**config.mk**
```make
export PLATFORM = sky130hd
export DESIGN_NAME = axi4_stream
export DESIGN_NICKNAME = d
export VERILOG_FILES = /design/src/rtl/axi4_stream_pkg.sv /design/src/rtl/axi4_stream_src.sv /design/src/rtl/axi4_stream.sv
export SDC_FILE = /design/constraint.sdc
export NUM_CORES = 1
export LEC_CHECK = 0
export ABC_AREA = 0
export BUFFER_PORTS_ARGS = -buffer_cell sky130_fd_sc_hd__buf_2
export CORE_ASPECT_RATIO = 1.75
export CORE_MARGIN = 2
export CORE_UTILIZATION = 50
export DETAILED_ROUTE_END_ITERATION = 7
export PLACE_DENSITY = 0.76
export SLEW_MARGIN = 20
export SYNTH_ARGS = -nofsm -noshare
export SYNTH_HDL_FRONTEND = slang
export SYNTH_SLANG_ARGS = --single-unit
```
**constraint.sdc**
```tcl
create_clock -name in_clk -period 1.15 [get_ports in_clk]
set_input_delay 0.345 -clock in_clk [delete_from_list [all_inputs] [get_ports in_clk]]
set_output_delay 0.345 -clock in_clk [all_outputs]
set_load 0.05 [all_outputs]
```
**src/rtl/axi4_stream_pkg.sv**
```systemverilog
// -----------------------------------------------------------------------------
// axi4_stream_pkg
// Shared constants and types for the axi4_stream link.
//   DATA_W_DEF : default stream data width
//   data_t     : data word at the default width
// -----------------------------------------------------------------------------
package axi4_stream_pkg;

    localparam int unsigned DATA_W_DEF = 16;

    typedef logic [DATA_W_DEF-1:0] data_t;

endpackage : axi4_stream_pkg

```
**src/rtl/axi4_stream_src.sv**
```systemverilog
// -----------------------------------------------------------------------------
// axi4_stream_src
// Stream source (master side). It always has a fresh word to offer. It reloads
// the word whenever the channel is idle or a beat is accepted. While a beat is
// stalled it holds the word steady.
// Ports:
//   clk_i   : clock, rising edge
//   rst_i   : synchronous active-high reset
//   data_i  : producer word sampled on reload
//   ready_i : TREADY from the sink
//   valid_o : TVALID (registered)
//   data_o  : TDATA (registered)
// -----------------------------------------------------------------------------
module axi4_stream_src
    import axi4_stream_pkg::*;
#(
    parameter int unsigned DATA_W = DATA_W_DEF
) (
    input  logic              clk_i,
    input  logic              rst_i,
    input  logic [DATA_W-1:0] data_i,
    input  logic              ready_i,
    output logic              valid_o,
    output logic [DATA_W-1:0] data_o
);

    logic              valid_q, valid_d;
    logic [DATA_W-1:0] data_q,  data_d;

    // Reload when idle or when the current beat transfers this edge; otherwise
    // the beat is stalled and must stay stable. Valid never drops once set.
    always_comb begin
        valid_d = valid_q;
        data_d  = data_q;
        if (!valid_q || ready_i) begin
            valid_d = 1'b1;
            data_d  = data_i;
        end
    end

    always_ff @(posedge clk_i) begin
        if (rst_i) begin
            valid_q <= 1'b0;
            data_q  <= '0;
        end else begin
            valid_q <= valid_d;
            data_q  <= data_d;
        end
    end

    assign valid_o = valid_q;
    assign data_o  = data_q;

endmodule : axi4_stream_src

```
**src/rtl/axi4_stream.sv**
```systemverilog
// -----------------------------------------------------------------------------
// axi4_stream
// Self-contained AXI4-Stream link: an internal source feeds an internal sink
// over TVALID/TREADY/TDATA. The sink's readiness follows the downstream
// buffer-empty flag, and each accepted beat is latched into o_buffer.
// Ports:
//   in_clk        : clock, rising edge
//   in_rst        : synchronous active-high reset
//   in_data       : producer word sampled by the source
//   in_buffer_emp : downstream buffer empty (1 = sink may accept)
//   o_buffer      : last word accepted by the sink (registered)
// -----------------------------------------------------------------------------
module axi4_stream
    import axi4_stream_pkg::*;
#(
    parameter int unsigned DATA_W = DATA_W_DEF
) (
    input  logic              in_clk,
    input  logic              in_rst,
    input  logic [DATA_W-1:0] in_data,
    input  logic              in_buffer_emp,
    output logic [DATA_W-1:0] o_buffer
);

    // Channel signals keep their AXI names so they can be probed from above.
    logic              TVALID;
    logic              TREADY;
    logic [DATA_W-1:0] TDATA;

    logic [DATA_W-1:0] buffer_q, buffer_d;
    logic              xfer;

    axi4_stream_src #(
        .DATA_W (DATA_W)
    ) u_src (
        .clk_i   (in_clk),
        .rst_i   (in_rst),
        .data_i  (in_data),
        .ready_i (TREADY),
        .valid_o (TVALID),
        .data_o  (TDATA)
    );

    assign xfer = TVALID & TREADY;

    always_comb begin
        buffer_d = buffer_q;
        if (xfer) begin
            buffer_d = TDATA;
        end
    end

    // TREADY is a plain registered copy of the buffer-empty flag, so it never
    // depends on TVALID. A falling flag still allows one more transfer.
    always_ff @(posedge in_clk) begin
        if (in_rst) begin
            TREADY   <= 1'b0;
            buffer_q <= '0;
        end else begin
            TREADY   <= in_buffer_emp;
            buffer_q <= buffer_d;
        end
    end

    assign o_buffer = buffer_q;

endmodule : axi4_stream

```
==> results of run 1 <==
layout make-up:
| type | instances | area [um2] | share of cell area |
|---|---|---|---|
| Sequential cell | 34 | 700.7 | 0.3941 |
| Multi-Input combinational cell | 85 | 654.4 | 0.3680 |
| Timing Repair Buffer | 37 | 309.0 | 0.1738 |
| Clock buffer | 7 | 76.32 | 0.04293 |
| Tap cell | 27 | 33.78 | 0.01900 |
| Inverter | 1 | 3.754 | 0.002111 |
layout by cell type (no fill, tap or decap):
cell type / netlist / routed
nand2b_1: 49 / 49
mux2i_1: 32 / 32
dfxtp_1: 34 / 18
buf_2: 0 / 18
dfxtp_2: 0 / 16
buf_6: 2 / 15
clkbuf_8: 0 / 5
clkbuf_1: 5 / 2
buf_4: 0 / 2
and2_4: 1 / 1
and2b_2: 1 / 1
nand2_1: 1 / 1
nor2b_1: 1 / 1
inv_1: 1 / 1
buf_8: 1 / 1
buf_12: 1 / 1
sequential cells by signal, summed over array words and instances, names as in the netlist:
signal         cells
u_src.data_o      16
u_src.valid_o      1
o_buffer          16
TREADY             1
cell usage after synthesis:
library cell  instances  share of area
clkbuf_1              5          0.013
buf_6                 2          0.016
mux2i_1              32           0.23
buf_12                1          0.014
nand2b_1             49           0.22
inv_1                 1         0.0026
nor2b_1               1         0.0044
dfxtp_1              34           0.48
nand2_1               1         0.0026
and2_4                1         0.0062
buf_8                 1          0.011
and2b_2               1         0.0062
timing repair:
action                                  in CTS  in global routing
endpoints found under the setup margin      16                 11
gates resized for setup                     37                 12
endpoints found under the hold margin        0                  0
worst reg2reg max path, delay by kind of cell, from the launching register on:
kind | cells | cell delay [ps]
muxes | 1 | 230
and+or+nand+nor | 1 | 310
DFF | 1 | 370
worst max-delay path by stage:
stage | end | slack [ps] | cells after the start
floorplan | o_buffer[0] | 200 | 0
global placement | o_buffer[4] | 170 | 4
detailed placement | o_buffer[12] | 130 | 4
CTS | o_buffer[13] | 0.2 | 1
global route | o_buffer[10] | -0.01 | 1
finish | o_buffer[10] | 20 | 1
through the flow:
stage / power, W / setup TNS [ps]
6_report: 0.002313 / 0
5_1_grt: 0.002424 / -0.01465
4_1_cts: 0.002338 / 0
3_5_place_dp: 0.001529 / 0
3_3_place_gp: 0.001519 / 0
2_1_floorplan: 0.001471 / 0
per-layer routing:
metal / track usage / share of wire
met1: 0.1935 / 0.39
met2: 0.2761 / 0.53
met5: 0 / 0
met4: 0.09091 / 0.024
met3: 0.06553 / 0.053
cells by family (layout without fill, tap and decap cells):
logic type / count (synthesis) / after routing / synth area share
and+or+nand+nor: 53 / 53 / 0.2361
DFF: 34 / 34 / 0.4810
muxes: 32 / 32 / 0.2264
buffers and inverters: 10 / 45 / 0.05658
power by group:
group / switching (W) / internal, W
registers: 0.0000209 / 0.00123
clock network: 0.000379 / 0.000416
logic: 0.000129 / 0.000134
total: 0.000529 / 0.00178
==> flow_summary.ini, run 1 <==
[outcome]
status = complete, no violations

[floorplan]
io_pins = 35
placeableCoreArea_um2 = 2690
die-area_um2 = 3288
die_h_um = 74.38
floorplan.die.width_um = 44.22
rows = 25
initial_utilization = 0.5260

[clock_tree]
cts_sinks = 34
clk_path_buf_depth = 2
tritoncts.num_buffers = 5
cts_hold_fix_bufs = 0
clockRootBuffer = clkbuf_8
clock_insertion_delay_worst_skew_ps = 280
cts_setup_buffers = 0
cts.reportedPaths.clkPinSlew_ps = 60
cts_tree = built
h_tree_depth = 2

[placement]
dpl.hpwl_um = 1624
place_area_um2 = 1578
globalplace.congestion = 0.6456
inst_count_dp = 184
portBuffers = 34
post-place-ws_ps = 130.7

[detailed_routing]
via_count = 942
drc = 0
avgViaCountPerCell = 4.932
firstDrtPassIters = 2
detailedRoute.firstIterationViolations = 3
wl_um = 2379
wl_per_cell_um = 12.46
drt.antenna.violating_nets = 0

[critical_path]
worst_setup_path_startpoint = o_buffer[10]
type_of_origin_of_the_critical_path = flip-flop
worst_setup_ep_type = output pin
cp_num_buf_inv = 1
worst_ep_arrival_time_ps = 780
timing.critical_path.cells = buf_8
worst-r2r-setup-slack_ps = 160
crit_path_top_delay_cell = dfxtp_2
reg2regPathDepth = 2
critical_path_required_ps = 810
cp_max_fo = 2
worst_path_max_stage_delay_ps = 350
regToRegEndpoint = o_buffer[11]
crit-reg2reg-launch = u_src.valid_o
worst-setup-path-type = flip-flop to output pin
cell_class_contributing_the_biggest_share_of_worst_path_delay = flip-flops

[global_route]
groute.usage.overall = 0.1718
grt_overflow = 0
vias_in_the_first_global_route = 958
grt_max_degree = 51
wire_length_of_the_first_global_routing_pass_um = 4084
antenna_found_initial = 0

[finish]
postLayoutCellArea_um2 = 1778
fin_util = 0.6609
area_delta_synth_final_pct = 25.64
finish.cell_count_without_fillers = 191
antenna-diode-count = 0
drive_above_1_share = 0.3659
n_fill_cell = 240
final_net_count = 183

[worst_hold_path]
min-delay-path-class = input pin to flip-flop
whs_endpoint = TREADY
worst_hold_depth = 2
hold_path_startpoint = in_buffer_emp

[yosys]
yosys_warnings = 0
ys_ff_latch = 34
syn_area_per_cell_um2 = 10.97
total_standard_cell_area_after_synthesis_um2 = 1415
yosysUniqueCellTypes = 12
synth_seq_area_share = 0.4810
syn_inst = 129
mappedNetlistNets = 148

[power_and_ir_drop]
pwr_density_cell_nw_per_um2 = 1301
vdd_drop_max_v = 0.0008354
leakage_nw = 0.7861

[sta]
slew_headroom = 0.8429
rsz0062_at_grt = true
setup_viol = 0
hold_slack_ps = 312.0
timing.final.hold_violations = 0
final_period_minus_worst_setup_slack_ps = 1127
clock-skew-final_ps = 3.312
timing_worst_slew_pin_value_ps = 235.6
maxClockFrequency_mhz = 887.2
final.period_utilization = 0.9801
timing.final.max_slew_violations = 0
postLayoutSetupSlackWorst_ps = 22.92

[flow_run]
drv.max_cap_violation_count = 0
Note: power is estimated with default switching activity, not from simulation.
==> run 2: changes to the inputs <==
CORE_UTILIZATION = 45   (was 50)
PLACE_DENSITY = 0.69   (was 0.76)
==> run 2 against run 1 <==
  * Via count up 1.9%
  * Clock power increased by 26%
  * Total power rose by 9.3%
  * Non-clock buffer count unchanged
  * Worst hold slack worse by 4.7 ps
  * Register-to-register slack hardly changed
  * Clock skew barely moved
  * Wire length increased by 8.1%
  * Core utilization decreased by 6.0 points
  * Design area increased by 3.9%
  * Critical path type unchanged
  * Largest cell class unchanged
==> flow_summary.ini, run 2 (synthesis gave the netlist of run 1 again) <==
[flow_run]
drv.max_cap_violation_count = 0

[sta]
rsz0062_at_grt = true
timing.final.hold_violations = 0
hold_slack_ps = 307.3
final.period_utilization = 0.9797
slew_headroom = 0.8363
clock-skew-final_ps = 3.317
timing.final.max_slew_violations = 0
setup_total_negative_slack_ps = 0
setup_viol = 0
final_period_minus_worst_setup_slack_ps = 1127
timing_worst_slew_pin_value_ps = 245.5
maxClockFrequency_mhz = 887.6

[critical_path]
timing.critical_path.cells = buf_6
reg2regPathDepth = 3
worst_ep_arrival_time_ps = 780
type_of_origin_of_the_critical_path = flip-flop
path_depth = 1
worst_path_max_stage_delay_ps = 350
cp_num_buf_inv = 1
worst_setup_ep_type = output pin
critical_path_required_ps = 810
cp_max_fo = 2
crit_path_top_delay_cell = dfxtp_2
worst-setup-path-type = flip-flop to output pin
cell_class_contributing_the_biggest_share_of_worst_path_delay = flip-flops

[power_and_ir_drop]
leakage_nw = 0.8115
share_seq_of_total_power = 0.496
power_switching_w = 0.0005492
switching_share = 0.2173
total_power_w = 0.002527
internal_power_w = 0.001978
power.clock.fraction = 0.395
pwr_density_cell_nw_per_um2 = 1367
pwr-share-comb = 0.108
vdd_drop_max_v = 0.001064

[detailed_routing]
drt.antenna.violating_nets = 0
drc = 0
wl_per_cell_um = 12.37
avgViaCountPerCell = 4.615
wl_um = 2572
via_count = 960
firstDrtPassIters = 3
detailedRoute.firstIterationViolations = 6

[clock_tree]
clockRootBuffer = clkbuf_8
cts_tree = built
h_tree_depth = 2
clock_insertion_delay_worst_skew_ps = 280
cts.reportedPaths.clkPinSlew_ps = 60
tritoncts.num_buffers = 5
clk_path_buf_depth = 2
cts_hold_fix_bufs = 0
cts_sinks = 34
cts_setup_buffers = 0

[worst_hold_path]
worst_hold_depth = 2
min-delay-path-class = input pin to flip-flop

[finish]
layout.cells.most_common_list = 49 x nand2b_1, 32 x mux2i_1, 18 x dfxtp_1, 18 x buf_2, 16 x dfxtp_2
fin_util = 0.6011
area_delta_synth_final_pct = 30.59
most_common_library_cell_in_the_layout_ignoring_fill_and_taps = nand2b_1
drive_above_1_share = 0.3818
antenna-diode-count = 0
final_net_count = 183

[global_route]
antenna_found_initial = 0
wire_length_of_the_first_global_routing_pass_um = 4353
grt_overflow = 0
grt_max_degree = 51
vias_in_the_first_global_route = 1007
groute.usage.overall = 0.1662

[floorplan]
initial_utilization = 0.4603
floorplan.die.width_um = 46.39
die-area_um2 = 3627
io_pins = 35
placeableCoreArea_um2 = 3074
die_h_um = 78.19
rows = 27

[placement]
portBuffers = 34
dpl.hpwl_um = 1753
globalplace.congestion = 0.6154

[outcome]
status = complete, no violations
==> run 2: cell count changes in the layout (fill, tap and decap cells not counted), sizes merged <==
cell / previous run / this run
clkbuf: 7 / 8
==> run 2: through the flow <==
| step | instance area [um2] | worst slack, ps | std cells |
|---|---|---|---|
| after detailed placement | 1610 | 106.4 | 200 |
| final | 1848 | 23.34 | 208 |
| after global routing | 1848 | -0.6128 | 208 |
| after CTS | 1829 | 2.623 | 208 |
| after floorplan | 1415 | 201.6 | 129 |
| after global placement | 1610 | 167.2 | 200 |
==> run 2: final cells by class <==
type | instances | area [um2]
timing repair buffer | 37 | 325.3
clock buffer | 8 | 110.1
tap | 43 | 53.80
fill | 254 | 1226
multi-input combinational | 85 | 654.4
sequential | 34 | 700.7
inverter | 1 | 3.754
==> run 2: power groups by stage <==
stage / registers (W) / clock network (W) / logic, W
after floorplan: 0.00131 / 0 / 0.000161
after global placement: 0.00127 / 0 / 0.000253
after detailed placement: 0.00128 / 0 / 0.000263
after CTS: 0.00125 / 0.00102 / 0.000276
after global routing: 0.00126 / 0.00108 / 0.000298
final: 0.00125 / 0.000999 / 0.000273
==> run 2: per-layer routing <==
| layer | global-route usage | routed length, um |
|---|---|---|
| met3 | 0.05057 | 100 |
| met2 | 0.2667 | 1372 |
| met4 | 0.08571 | 68 |
| met1 | 0.1886 | 1031 |
| met5 | 0 | 0 |
==> run 2: final timing paths <==
path	startpoint	slack [ps]	endpoint
min reg2reg	o_buffer[15]	480	o_buffer[15]
min	in_buffer_emp	310	TREADY
max	o_buffer[10]	20	o_buffer[10]
max reg2reg	TREADY	150	u_src.data_o[9]
==> run 2: timing repair <==
action,4_1_cts,5_1_grt
gates resized for setup,39,11
hold endpoints to repair,0,0
setup endpoints to repair,16,11
